==> src/rtl/ut_defs.sv <==
// Shared definitions for the 8-bit accumulator processor: state encodings,
// ISA opcodes and datapath widths.
package ut_defs;

  localparam int DATA_W = 8;
  localparam int ADDR_W = 6;

  typedef enum logic [2:0] {
    INIT   = 3'd0,
    FETCH  = 3'd1,
    DECODE = 3'd2,
    EXEC   = 3'd3,
    ALU    = 3'd4
  } state_t;

  localparam logic [1:0] OP_NOR = 2'b00;
  localparam logic [1:0] OP_ADD = 2'b01;
  localparam logic [1:0] OP_STA = 2'b10;
  localparam logic [1:0] OP_JCC = 2'b11;

endpackage

==> src/rtl/ut_control_unit.sv <==
// Control-unit FSM for the accumulator processor: sequences PC, IR, ACC,
// carry flag, ALU select and RAM strobes. Contains no datapath.
module ut_control_unit
  import ut_defs::*;
#(
  parameter int OP_W = 2,
  parameter int ST_W = 3
) (
  input  logic            clk,
  input  logic            rst,
  input  logic            ce,
  input  logic [OP_W-1:0] opcode,
  input  logic            carry,
  output logic            clear_PC,
  output logic            load_PC,
  output logic            enable_PC,
  output logic            load_RI,
  output logic            load_RA,
  output logic            load_RC,
  output logic            init_C,
  output logic            sel_UAL,
  output logic            sel_ADR,
  output logic            en_mem,
  output logic            we_mem,
  output logic [ST_W-1:0] state_dbg
);

  state_t state;
  state_t state_next;

  // NOTE: sequential state uses non-blocking assignment so every register
  // samples pre-edge values regardless of block ordering.
  always_ff @(posedge clk) begin
    if (!rst) begin
      state <= INIT;
    end else if (ce) begin
      state <= state_next;
    end
  end

  // NOTE: every output and the next state get a default before the case,
  // so no path through the decoder can infer a latch.
  always_comb begin
    state_next = INIT;
    clear_PC   = 1'b0;
    load_PC    = 1'b0;
    enable_PC  = 1'b0;
    load_RI    = 1'b0;
    load_RA    = 1'b0;
    load_RC    = 1'b0;
    init_C     = 1'b0;
    sel_UAL    = 1'b0;
    sel_ADR    = 1'b0;
    en_mem     = 1'b0;
    we_mem     = 1'b0;

    unique case (state)
      INIT: begin
        clear_PC   = 1'b1;
        enable_PC  = 1'b1;
        init_C     = 1'b1;
        state_next = FETCH;
      end
      FETCH: begin
        en_mem     = 1'b1;
        state_next = DECODE;
      end
      DECODE: begin
        load_RI    = 1'b1;
        enable_PC  = 1'b1;
        state_next = EXEC;
      end
      EXEC: begin
        sel_ADR = 1'b1;
        unique case (opcode)
          OP_NOR, OP_ADD: begin
            en_mem     = 1'b1;
            state_next = ALU;
          end
          OP_STA: begin
            en_mem     = 1'b1;
            we_mem     = 1'b1;
            state_next = FETCH;
          end
          default: begin
            // JCC: jump when no carry; the flag is consumed either way.
            load_PC    = ~carry;
            init_C     = 1'b1;
            state_next = FETCH;
          end
        endcase
      end
      ALU: begin
        load_RA    = 1'b1;
        sel_UAL    = opcode[0];
        load_RC    = (opcode == OP_ADD);
        state_next = FETCH;
      end
      default: state_next = INIT;
    endcase

    // Reset or a frozen clock enable silences every strobe, dropping any
    // in-flight RAM write.
    if (!(rst && ce)) begin
      clear_PC  = 1'b0;
      load_PC   = 1'b0;
      enable_PC = 1'b0;
      load_RI   = 1'b0;
      load_RA   = 1'b0;
      load_RC   = 1'b0;
      init_C    = 1'b0;
      sel_UAL   = 1'b0;
      sel_ADR   = 1'b0;
      en_mem    = 1'b0;
      we_mem    = 1'b0;
    end
  end

  assign state_dbg = ST_W'(state);

endmodule

==> config.mk <==
export PLATFORM = sky130hd
export DESIGN_NAME = ut_control_unit
export DESIGN_NICKNAME = d
export VERILOG_FILES = /design/src/rtl/ut_defs.sv /design/src/rtl/ut_control_unit.sv
export SDC_FILE = /design/constraint.sdc
export NUM_CORES = 1
export LEC_CHECK = 0
export CAP_MARGIN = 40
export CORE_AREA = 2 2 39 41
export DETAILED_ROUTE_END_ITERATION = 10
export DIE_AREA = 0 0 41 43
export PLACE_DENSITY = 0.59
export SYNTH_ARGS = -nofsm -noshare
export SYNTH_HDL_FRONTEND = slang
export SYNTH_SLANG_ARGS = --single-unit
==> constraint.sdc <==
create_clock -name clk -period 1.7 [get_ports clk]
set_clock_uncertainty 0.2 [all_clocks]
set_input_delay 0.425 -clock clk [delete_from_list [all_inputs] [get_ports clk]]
set_output_delay 0.425 -clock clk [all_outputs]
set_load 0.01 [all_outputs]
# ---- After elaboration in Yosys (flattened, before gate mapping)
# Index checks and enable logic that the tools add are counted.
dict set report op_classes {
  eq_ne 6
  mux 28
  bitwise_logic 1
  n_reduce_logical 7
}
# cell n
set ops {}
lappend ops {{1-bit two-way mux} 24}
lappend ops {{3-bit case mux with 4 select lines} 1}
lappend ops {{3-bit by 2-bit == test with 1-bit output (second input constant)} 2}
lappend ops {{2-bit OR reduction} 3}
lappend ops {{1-bit case mux with 2 select lines} 2}
lappend ops {{3-bit by 1-bit == test with 1-bit output (second input constant)} 1}
lappend ops {{3-bit == test (second input constant)} 1}
lappend ops {{3-bit zero test} 1}
lappend ops {{3-bit two-way mux} 1}
lappend ops {{3-bit OR reduction} 1}
lappend ops {{2-bit by 1-bit == test with 1-bit output (second input constant)} 1}
lappend ops {{2-bit == test (second input constant)} 1}
lappend ops {{2-bit zero test} 1}
lappend ops {{1-bit logical AND} 1}
lappend ops {{1-bit inverter} 1}
dict set report totals {
  regBits 3
  input_bits 6
  word_cells 43
}

# ---- Longest topological paths before layout
dict set report logic_depth {
  word_depth 5
  mapped_depth 3
}

# ---- Least setup slack after synthesis
# OpenSTA, ideal clock, no wires.
dict set report synth_path {
  kind {input to output}
  startpoint {in ce}
  endpoint {out en_mem}
  t_arrival_ps 1110
  required_ps 1075
  setup_slack_ps -35
  cell_stages 3
  n_path_buf 1
  cell_sequence {buf_2 nand3b_4 a311oi_1}
}
dict set report synth_via {
  elab_chain_cells 2
}
# element line
set synth_rtl {}
lappend synth_rtl {{start, declared} ut_control_unit.sv:11} ;# input logic ce,
lappend synth_rtl {{1-bit logical AND} ut_control_unit.sv:104} ;# if (!(rst && ce)) begin
lappend synth_rtl {{1-bit two-way mux} ut_control_unit.sv:104}
lappend synth_rtl {{end, declared} ut_control_unit.sv:23} ;# output logic en_mem,
# Every way passes these cells.

# ---- Worst setup path after layout
dict set report layout_path {
  startpoint {reg state[0] (netlist: state_dbg[0])}
  endpoint {out init_C}
}
dict set report layout_via {
  elab_chain_cells 3
}
# element line
set layout_rtl {}
lappend layout_rtl {{start, declared} ut_control_unit.sv:28} ;# state_t state;
lappend layout_rtl {{start signal, assigned} ut_control_unit.sv:37} ;# state <= state_next;
lappend layout_rtl {{3-bit by 2-bit == test with 1-bit output or 3-bit zero test (tied branches)} ut_control_unit.sv:57} ;# unique case (state)
lappend layout_rtl {{1-bit case mux with 2 select lines *} ut_control_unit.sv:57}
lappend layout_rtl {{1-bit two-way mux *} ut_control_unit.sv:104}
lappend layout_rtl {{end, declared} ut_control_unit.sv:20} ;# output logic init_C,
# Every way passes the cells marked *; elsewhere a longest branch is shown, timed or not.

==> flow_summary.ini <==
[placed_design]
hpwl_um = 686.2
place_area_um2 = 573.1
place_inst = 77
numPortBuffers = 19
gp_congestion = 0.7267

[layout]
n_antenna_cell = 0
finalInstanceArea_um2 = 588.1
drive_gt1_share_pct = 64.18
nets = 74
finalNonFillerCells = 83
area_growth_pct = 94.22
largest_reg_flops = 3

[sta]
layout_setup_ws_ps = -105.7
fin_crit_sh_pct = 106.2
max_slew_margin_pct = 86.22
min_period_ps = 1806
setup_violations = 9
hold_viol_final = 0
maxSlewViolCount = 0
fmax_mhz = 553.8
rsz0062_at_grt = yes
tightestPinTransition_ps = 205.2
holdWs_ps = 392.0

[logic_synthesis]
syn_inst = 35
synth.distinct_cells = 23
syn_area_per_cell_um2 = 8.651
ys_ff_latch = 3
syn_nets = 41
syn-cell-area_um2 = 302.8
yosys_warnings = 0
ys_seq_area_share_pct = 19.83

[run_status]
violations = setup timing
status = complete, but fails checks

[global_route]
grt.met1_usage_pct = 16.24
grtUsageMet2_pct = 17.81
antenna_found_initial = 0
grt_pass1_wl_mm = 1.524
top_usage_layer = met2
grt_max_degree = 10
overflow = 0
grt_use_met3_pct = 3.141
grt_usage_pct = 12.71
grt_pass1_vias = 370

[power]
power_density_nw_per_um2 = 525.9
clockPowerShare_pct = 39.6
seq_power_share_pct = 26.9
cellLeakagePower_nw = 0.3046
swShare_pct = 28.82
p_int_mw = 0.2201
power_mw = 0.3093
peakVddDrop_v = 0.0004224
pwr-share-comb_pct = 33.4
p_switching_mw = 0.08912

[clock_network]
worst_skew_pair.late_latency_ps = 230
cts_root_buf = clkbuf_4
clockBufferDepth = 2
cts_tree = yes
clock_sinks = 3
clk_pin_slew_worst_paths_ps = 30
h-tree-depth = 1
cts_hold_buf = 0
cts_buffers = 3

[drt]
wl_um = 915
first_pass_iters = 4
viasPerCell = 4.783
routedWlPerCell_um = 11.02
drt_iter0_markers = 4
ant_nets = 0
drcViolationCount = 0
vias = 397

[floorplan]
die-area_um2 = 1763
pin_count = 20
start_util_pct = 21.88
die_h_um = 43
rows = 14
core_um2 = 1384
die_w_um = 41

[worst_setup_path]
required_ps = 1070
cp.arrival_ps = 1180
worst-path-max-fanout = 5
start_kind = register
crit_type = reg -> out
cp-end-kind = output pin

[run]
maxCapViolCount = 0

[hold_path]
hold_class = in -> reg
==> worst paths after layout <==
check / start / end / slack (ps) / depth (start not counted)
worst min-delay path: ce / state_dbg[0]$_SDFFE_PN0P_ / 390 / 3
worst min register to register: state_dbg[0]$_SDFFE_PN0P_ / state_dbg[0]$_SDFFE_PN0P_ / 410 / 2
worst max-delay path: state_dbg[0]$_SDFFE_PN0P_ / init_C / -110 / 4
worst max register to register: state_dbg[1]$_SDFFE_PN0P_ / state_dbg[1]$_SDFFE_PN0P_ / 450 / 3
==> stage by stage <==
step	utilization [%]	setup TNS (ps)	setup WS (ps)
after floorplan	-	0	8.591
after global placement	41.41	-9250	-899.1
after detailed placement	41.41	-9247	-893.6
after CTS	39.78	-877.5	-131.1
after global routing	42.50	-1179	-175.2
final	42.50	-558.8	-105.7
==> area by class of cell <==
cell class	instances	area, um2
clock buffers	4	26.28
fillers	156	795.8
inverters	1	3.754
multi-input cells	28	251.5
flip-flops and latches	3	68.82
well taps	16	20.02
repair buffers	31	217.7
==> critical path, cell delays in order (launching register included) <==
cell,delay [ps]
dfxtp_4,350
buf_6,120
or2_4,230
a21oi_2,110
buf_2,140
==> kinds of logic (layout without fill, tap and decap cells) <==
family                 Yosys count  after routing  share of synthesized area, %
AOI/OAI and AO/OA                6              6                         13.64
buffers and inverters            4             36                         8.263
DFF                              3              3                         19.84
and+or+nand+nor                 22             22                         58.26
==> layer usage <==
layer | share of wire (%) | up-vias | wire length, um
met5 | 0 | - | 0
met1 | 43 | 190 | 394
li1 | - | 198 | -
met2 | 53 | 9 | 481
met3 | 4.3 | 0 | 39
met4 | 0 | 0 | 0
==> layout by cell type, fill, tap and decap left out, drive strengths merged, types with 2 or more instances in the layout <==
cell / count
clkbuf: 5
nand3b: 2
nor3b: 2
nor2: 3
and3: 2
buf: 25
dlygate4sd2: 3
o21ai: 2
and4bb: 2
a311oi: 2
nand2: 3
dfxtp: 3
==> Yosys cell counts <==
| cell type | number | share of area, % |
|---|---|---|
| nand3b_1 | 1 | 2.5 |
| o21ai_0 | 2 | 3.3 |
| buf_6 | 1 | 3.7 |
| and2_1 | 1 | 2.1 |
| nor4_2 | 1 | 4.1 |
| o31a_1 | 1 | 2.9 |
| a311oi_1 | 2 | 5.8 |
| nor4b_2 | 1 | 5.0 |
| nand3b_4 | 1 | 6.6 |
| nand4bb_1 | 1 | 3.7 |
| and3_1 | 2 | 4.1 |
| a21oi_1 | 1 | 1.7 |
| or2_1 | 1 | 2.1 |
| dfxtp_1 | 3 | 20 |
| and4b_1 | 1 | 3.3 |
| inv_1 | 1 | 1.2 |
| nor2_1 | 3 | 3.7 |
| nor2b_1 | 1 | 2.1 |
| nand2_1 | 3 | 3.7 |
| and4bb_1 | 2 | 8.3 |
| buf_2 | 2 | 3.3 |
| nand4_1 | 1 | 2.1 |
| nor3b_1 | 2 | 5.0 |
==> power by group through the flow <==
stage	logic (mW)	clock network [mW]	registers, mW
2_1_floorplan	0.0451	0	0.0814
5_1_grt	0.113	0.139	0.0842
6_report	0.103	0.123	0.0833
4_1_cts	0.0921	0.131	0.0832
3_3_place_gp	0.102	0	0.0836
3_5_place_dp	0.103	0	0.0836
==> timing repair <==
action / in CTS / in global routing
pin swaps: 9 / 5
setup buffers: 0 / 2
endpoints found under the setup margin: 14 / 9
gates resized for setup: 64 / 12
Note: power is estimated with default switching activity, not from simulation.
